<file path="config.mk">
export PLATFORM = sky130hd
export DESIGN_NAME = fwd_hazard_unit
export DESIGN_NICKNAME = d
export VERILOG_FILES = /design/src/rtl/fwd_hazard_unit.sv
export SDC_FILE = /design/constraint.sdc
export NUM_CORES = 1
export LEC_CHECK = 0
export ABC_AREA = 1
export CORE_MARGIN = 2
export CORE_UTILIZATION = 40
export CTS_CLUSTER_SIZE = 20
export DETAILED_ROUTE_END_ITERATION = 8
export DONT_BUFFER_PORTS = 1
export HOLD_SLACK_MARGIN = 0.15
export SLEW_MARGIN = 15
export SYNTH_ARGS = -nofsm -noshare
export SYNTH_HDL_FRONTEND = slang
export SYNTH_SLANG_ARGS = --single-unit
</file>
<file path="constraint.sdc">
create_clock -name clk -period 2.2 [get_ports clk]
set_input_delay 0.66 -clock clk [delete_from_list [all_inputs] [get_ports clk]]
set_output_delay 0.66 -clock clk [all_outputs]
set_load 0.03 [all_outputs]
</file>
<file path="src/rtl/fwd_hazard_unit.sv">
// EX-stage operand forwarding and load-use stall control for the 5-stage core.
// It shadows the destination-register pipeline and registers the mux selects so they line up with EX.
module fwd_hazard_unit #(
    parameter int REG_AW = 5,
    parameter int CNT_W  = 16
) (
    input  logic              clk,
    input  logic              rst,
    input  logic              id_valid,
    input  logic [REG_AW-1:0] id_rs,
    input  logic [REG_AW-1:0] id_rt,
    input  logic              id_use_rs,
    input  logic              id_use_rt,
    input  logic [REG_AW-1:0] id_dst,
    input  logic              id_regwrite,
    input  logic              id_memread,
    input  logic              flush,
    output logic [1:0]        sel_a,
    output logic [1:0]        sel_b,
    output logic              stall,
    output logic              ex_bubble,
    output logic [CNT_W-1:0]  stall_cnt
);

    // WB needs no shadow: its value is already in the write-first regfile by the time a consumer reads.
    logic              ex_valid_r, ex_regwrite_r, ex_memread_r;
    logic [REG_AW-1:0] ex_dst_r;
    logic              mem_valid_r, mem_regwrite_r;
    logic [REG_AW-1:0] mem_dst_r;
    logic [1:0]        sel_a_r, sel_b_r;
    logic              ex_bubble_r;
    logic [CNT_W-1:0]  stall_cnt_r;

    logic              hz_s, stall_s, advance_s;
    logic [1:0]        sel_a_s, sel_b_s;

    function automatic logic produces(input logic v, input logic rw,
                                      input logic [REG_AW-1:0] dst,
                                      input logic [REG_AW-1:0] r);
        produces = v & rw & (dst == r) & (r != {REG_AW{1'b0}});
    endfunction

    function automatic logic [1:0] pick_sel(input logic used, input logic [REG_AW-1:0] r,
                                            input logic exv, input logic exrw,
                                            input logic [REG_AW-1:0] exd,
                                            input logic memv, input logic memrw,
                                            input logic [REG_AW-1:0] memd);
        if (!used)
            pick_sel = 2'd0;
        else if (produces(exv, exrw, exd, r))
            pick_sel = 2'd1;
        else if (produces(memv, memrw, memd, r))
            pick_sel = 2'd2;
        else
            pick_sel = 2'd0;
    endfunction

    // Load-use detection, stall generation and next-cycle select computation.
    always_comb begin
        hz_s = id_valid & ex_valid_r & ex_memread_r & ex_regwrite_r
             & (ex_dst_r != {REG_AW{1'b0}})
             & ((id_use_rs & (id_rs == ex_dst_r)) | (id_use_rt & (id_rt == ex_dst_r)));
        stall_s   = hz_s & ~flush;
        advance_s = id_valid & ~stall_s & ~flush;
        if (advance_s) begin
            sel_a_s = pick_sel(id_use_rs, id_rs, ex_valid_r, ex_regwrite_r, ex_dst_r,
                               mem_valid_r, mem_regwrite_r, mem_dst_r);
            sel_b_s = pick_sel(id_use_rt, id_rt, ex_valid_r, ex_regwrite_r, ex_dst_r,
                               mem_valid_r, mem_regwrite_r, mem_dst_r);
        end else begin
            sel_a_s = 2'd0;
            sel_b_s = 2'd0;
        end
    end

    // Shadow pipeline advance, registered selects and saturating stall counter.
    always_ff @(posedge clk) begin
        if (rst) begin
            ex_valid_r     <= 1'b0;
            ex_regwrite_r  <= 1'b0;
            ex_memread_r   <= 1'b0;
            ex_dst_r       <= {REG_AW{1'b0}};
            mem_valid_r    <= 1'b0;
            mem_regwrite_r <= 1'b0;
            mem_dst_r      <= {REG_AW{1'b0}};
            sel_a_r        <= 2'd0;
            sel_b_r        <= 2'd0;
            ex_bubble_r    <= 1'b1;
            stall_cnt_r    <= {CNT_W{1'b0}};
        end else begin
            mem_valid_r    <= ex_valid_r;
            mem_regwrite_r <= ex_regwrite_r;
            mem_dst_r      <= ex_dst_r;
            ex_valid_r     <= advance_s;
            ex_regwrite_r  <= id_regwrite;
            ex_memread_r   <= id_memread;
            ex_dst_r       <= id_dst;
            sel_a_r        <= sel_a_s;
            sel_b_r        <= sel_b_s;
            ex_bubble_r    <= ~advance_s;
            if (stall_s && (stall_cnt_r != {CNT_W{1'b1}}))
                stall_cnt_r <= stall_cnt_r + CNT_W'(1);
            else
                stall_cnt_r <= stall_cnt_r;
        end
    end

    assign sel_a     = sel_a_r;
    assign sel_b     = sel_b_r;
    assign stall     = stall_s;
    assign ex_bubble = ex_bubble_r;
    assign stall_cnt = stall_cnt_r;

endmodule

</file>
==> results of run 1 <==
## cell type report
type                            instances  area (um2)  area share
Timing Repair Buffer                   15         113      0.0512
Clock inverter                          2        35.0      0.0159
Tap cell                               54        67.6      0.0307
Multi-Input combinational cell        192         956       0.434
Inverter                               62         233       0.106
Clock buffer                            6        72.6      0.0330
Sequential cell                        36         724       0.329
## metal layers
layer	track usage	up-vias
met5	0	-
met4	0.0905	0
met3	0.0439	7
met2	0.259	46
met1	0.236	780
li1	-	934
## what timing repair did
action / CTS / global route
endpoints found under the hold margin: 0 / 0
hold buffers: 0 / 0
setup endpoints to repair: 0 / 1
gates resized for setup: 0 / 6
## kinds of logic (layout without fill, tap and decap cells)
group / after synthesis / count (layout) / synth area share
flops: 36 / 36 / 0.375
buf+inv: 66 / 85 / 0.135
compound gates: 12 / 12 / 0.0476
simple gates: 172 / 172 / 0.404
xor+xnor: 7 / 7 / 0.0319
fa+ha+maj: 1 / 1 / 0.00652
## per-stage QoR
step | area, um2 | total power, mW | hold slack [ps]
floorplan | 1920 | 0.762 | 403
global placement | 2070 | 0.773 | 410
detailed placement | 2070 | 0.772 | 414
CTS | 2180 | 1.35 | 425
global route | 2200 | 1.38 | 421
finish | 2200 | 1.34 | 422
## worst max-delay path, stage by stage (launching register included)
cell and delay (ps):
dfxtp_1 380, inv_2 70, nand2_1 60, nand2_1 80, nor2_4 120, nand4_4 130, a21oi_4 320
## registers in the layout (all words and copies together) (netlist names)
| signal | count |
|---|---|
| ex_dst_r | 5 |
| ex_regwrite_r | 1 |
| mem_valid_r | 1 |
| stall_cnt | 16 |
| ex_memread_r | 1 |
| sel_a | 2 |
| ex_bubble | 1 |
| sel_b | 2 |
| mem_regwrite_r | 1 |
| ex_valid_r | 1 |
| mem_dst_r | 5 |
## placed cells by master, fill, tap and decap left out, types with 4 or more instances in the layout
cell	instances
xnor2_1	4
nand2_1	75
buf_4	15
nand4_1	13
nor2_1	51
o21bai_1	7
inv_1	56
nor3_1	4
nand3_1	12
inv_2	5
dfxtp_1	33
clkbuf_8	5
## Yosys cell counts
master     n  area, um2
nand4_1   13       81.3
a21oi_4    1       16.3
nand3_2    1       10.0
and2_1     1       6.26
o22ai_1    2       12.5
clkbuf_4   1       7.51
clkinv_1   1       3.75
clkbuf_1   2       7.51
inv_1     56        210
buf_6      1       11.3
xnor2_1    4       35.0
or2_2      1       6.26
a21oi_1    2       10.0
nand3_1   12       60.1
nand2_2    1       6.26
dfxtp_1   36        721
nor2_1    52        195
nor3_1     4       20.0
inv_2      5       18.8
nor3_2     2       20.0
nor2_2     3       18.8
ha_1       1       12.5
xor2_1     3       26.3
nand4_2    4       50.1
nand2_1   75        282
o21bai_1   7       52.6
nor4_1     3       18.8
## final timing paths
check,to,depth (start not counted)
worst min register to register,mem_regwrite_r,2
worst min-delay path,mem_regwrite_r,2
worst max-delay path,stall,6
worst max register to register,stall_cnt[11],11
## where the power goes
group / internal, mW / switching (mW) / total (mW)
combinational: 0.0346 / 0.0503 / 0.0848
sequential: 0.665 / 0.0123 / 0.678
clock: 0.336 / 0.240 / 0.576
total: 1.04 / 0.302 / 1.34
==> flow_summary.yaml, run 1 <==
grt:
  grt_max_degree: 24
  grt_pass1_wl_mm: 7.21
  grt_pass1_vias: 1600
  antenna_found_initial: 0
  grt_overflow_total: 0
  grt_usage: 0.176
yosys:
  synth_cells: 294
  synth-seq-area-share: 0.375
  ys_types: 27
  ys_ff_latch: 36
  syn-cell-area_mm2: 0.00192
  yosys_warnings: 0
  synth_fp_nets: 318
  syn_avg_cell_area_um2: 6.53
worst_setup_path:
  reg2reg_from: "stall_cnt[0]"
  ff2ff_setup_slack_ps: 410
  crit_arrival_ps: 1460
  crit_start: "ex_dst_r[2]"
  required_ps: 1540
  cp-end-kind: "output pin"
  crit_type: "reg2out"
  cp_max_fo: 4
  startpoint_type: "flop"
cts:
  cts.root.buffer_cell: "clkbuf_8"
  h-tree-depth: 2
  clock_path_buffers: 2
  clock_sinks: 36
  post-cts-setup-buffers: 0
  cts_buffers: 5
  clk_pin_slew_ps: 70
  clk-insertion-delay-late_ps: 290
  tritoncts: "done"
power_and_ir_drop:
  p_leak_nw: 1.06
  peakVddDrop_v: 0.000327
  power_density_mw_per_mm2: 608
sta:
  max_freq_mhz: 472
  setup_violations: 0
  worst_slack_ps: 82.7
  skew_ps: 5.73
  hold_violations: 0
  tightest_slew_ps: 419
  max-slew-margin-rel: 0.720
  drv_slew: 0
  setup_tns_ps: 0
  rsz0062_at_grt: "no"
  finalCriticalPeriod_ps: 2120
  period_share: 0.962
worst_hold_path:
  hp-class: "reg2reg"
  min_from: "ex_regwrite_r"
drt:
  dr_wl_met2_mm: 1.87
  drc: 0
  dr_wl_met3_um: 287
  dr.pass1.iters: 4
  drt_iter0_drc: 92
  highest_layer: "met4"
  wl_per_cell_um: 11.9
  wirelength_mm: 4.35
  wl_met1_mm: 2.10
  vias: 1767
  postRouteAntennaNets: 0
  via_per_inst: 4.81
placed_design:
  place.port_buffers: 0
  dp_hpwl_mm: 3.30
  place_inst: 359
  gp_congestion: 0.855
  place_ws_ps: 94.2
floorplan:
  io_pins: 45
  initial_utilization: 0.412
  fp.dieH_um: 73.3
  fp-row-count: 25
  die_x_um: 73.3
  fp.coreArea_mm2: 0.00466
  die_area_mm2: 0.00537
finish:
  drive_gt1_frac: 0.141
  final_util: 0.472
  area_delta_synth_final_pct: 14.7
  diodes: 0
  fillCellCount: 480
  final_cells: 367
  final_nets: 336
run_status:
  outcome: "completed"
flow_run:
  cap_viol_max_count: 0
No activity file was read; power rests on OpenSTA's default activity.
==> inputs of run 2 (changes only) <==
- CAP_MARGIN: unset -> 20
==> results of run 2 <==
The final DEF is identical to that of run 1; final timing and power are the same.
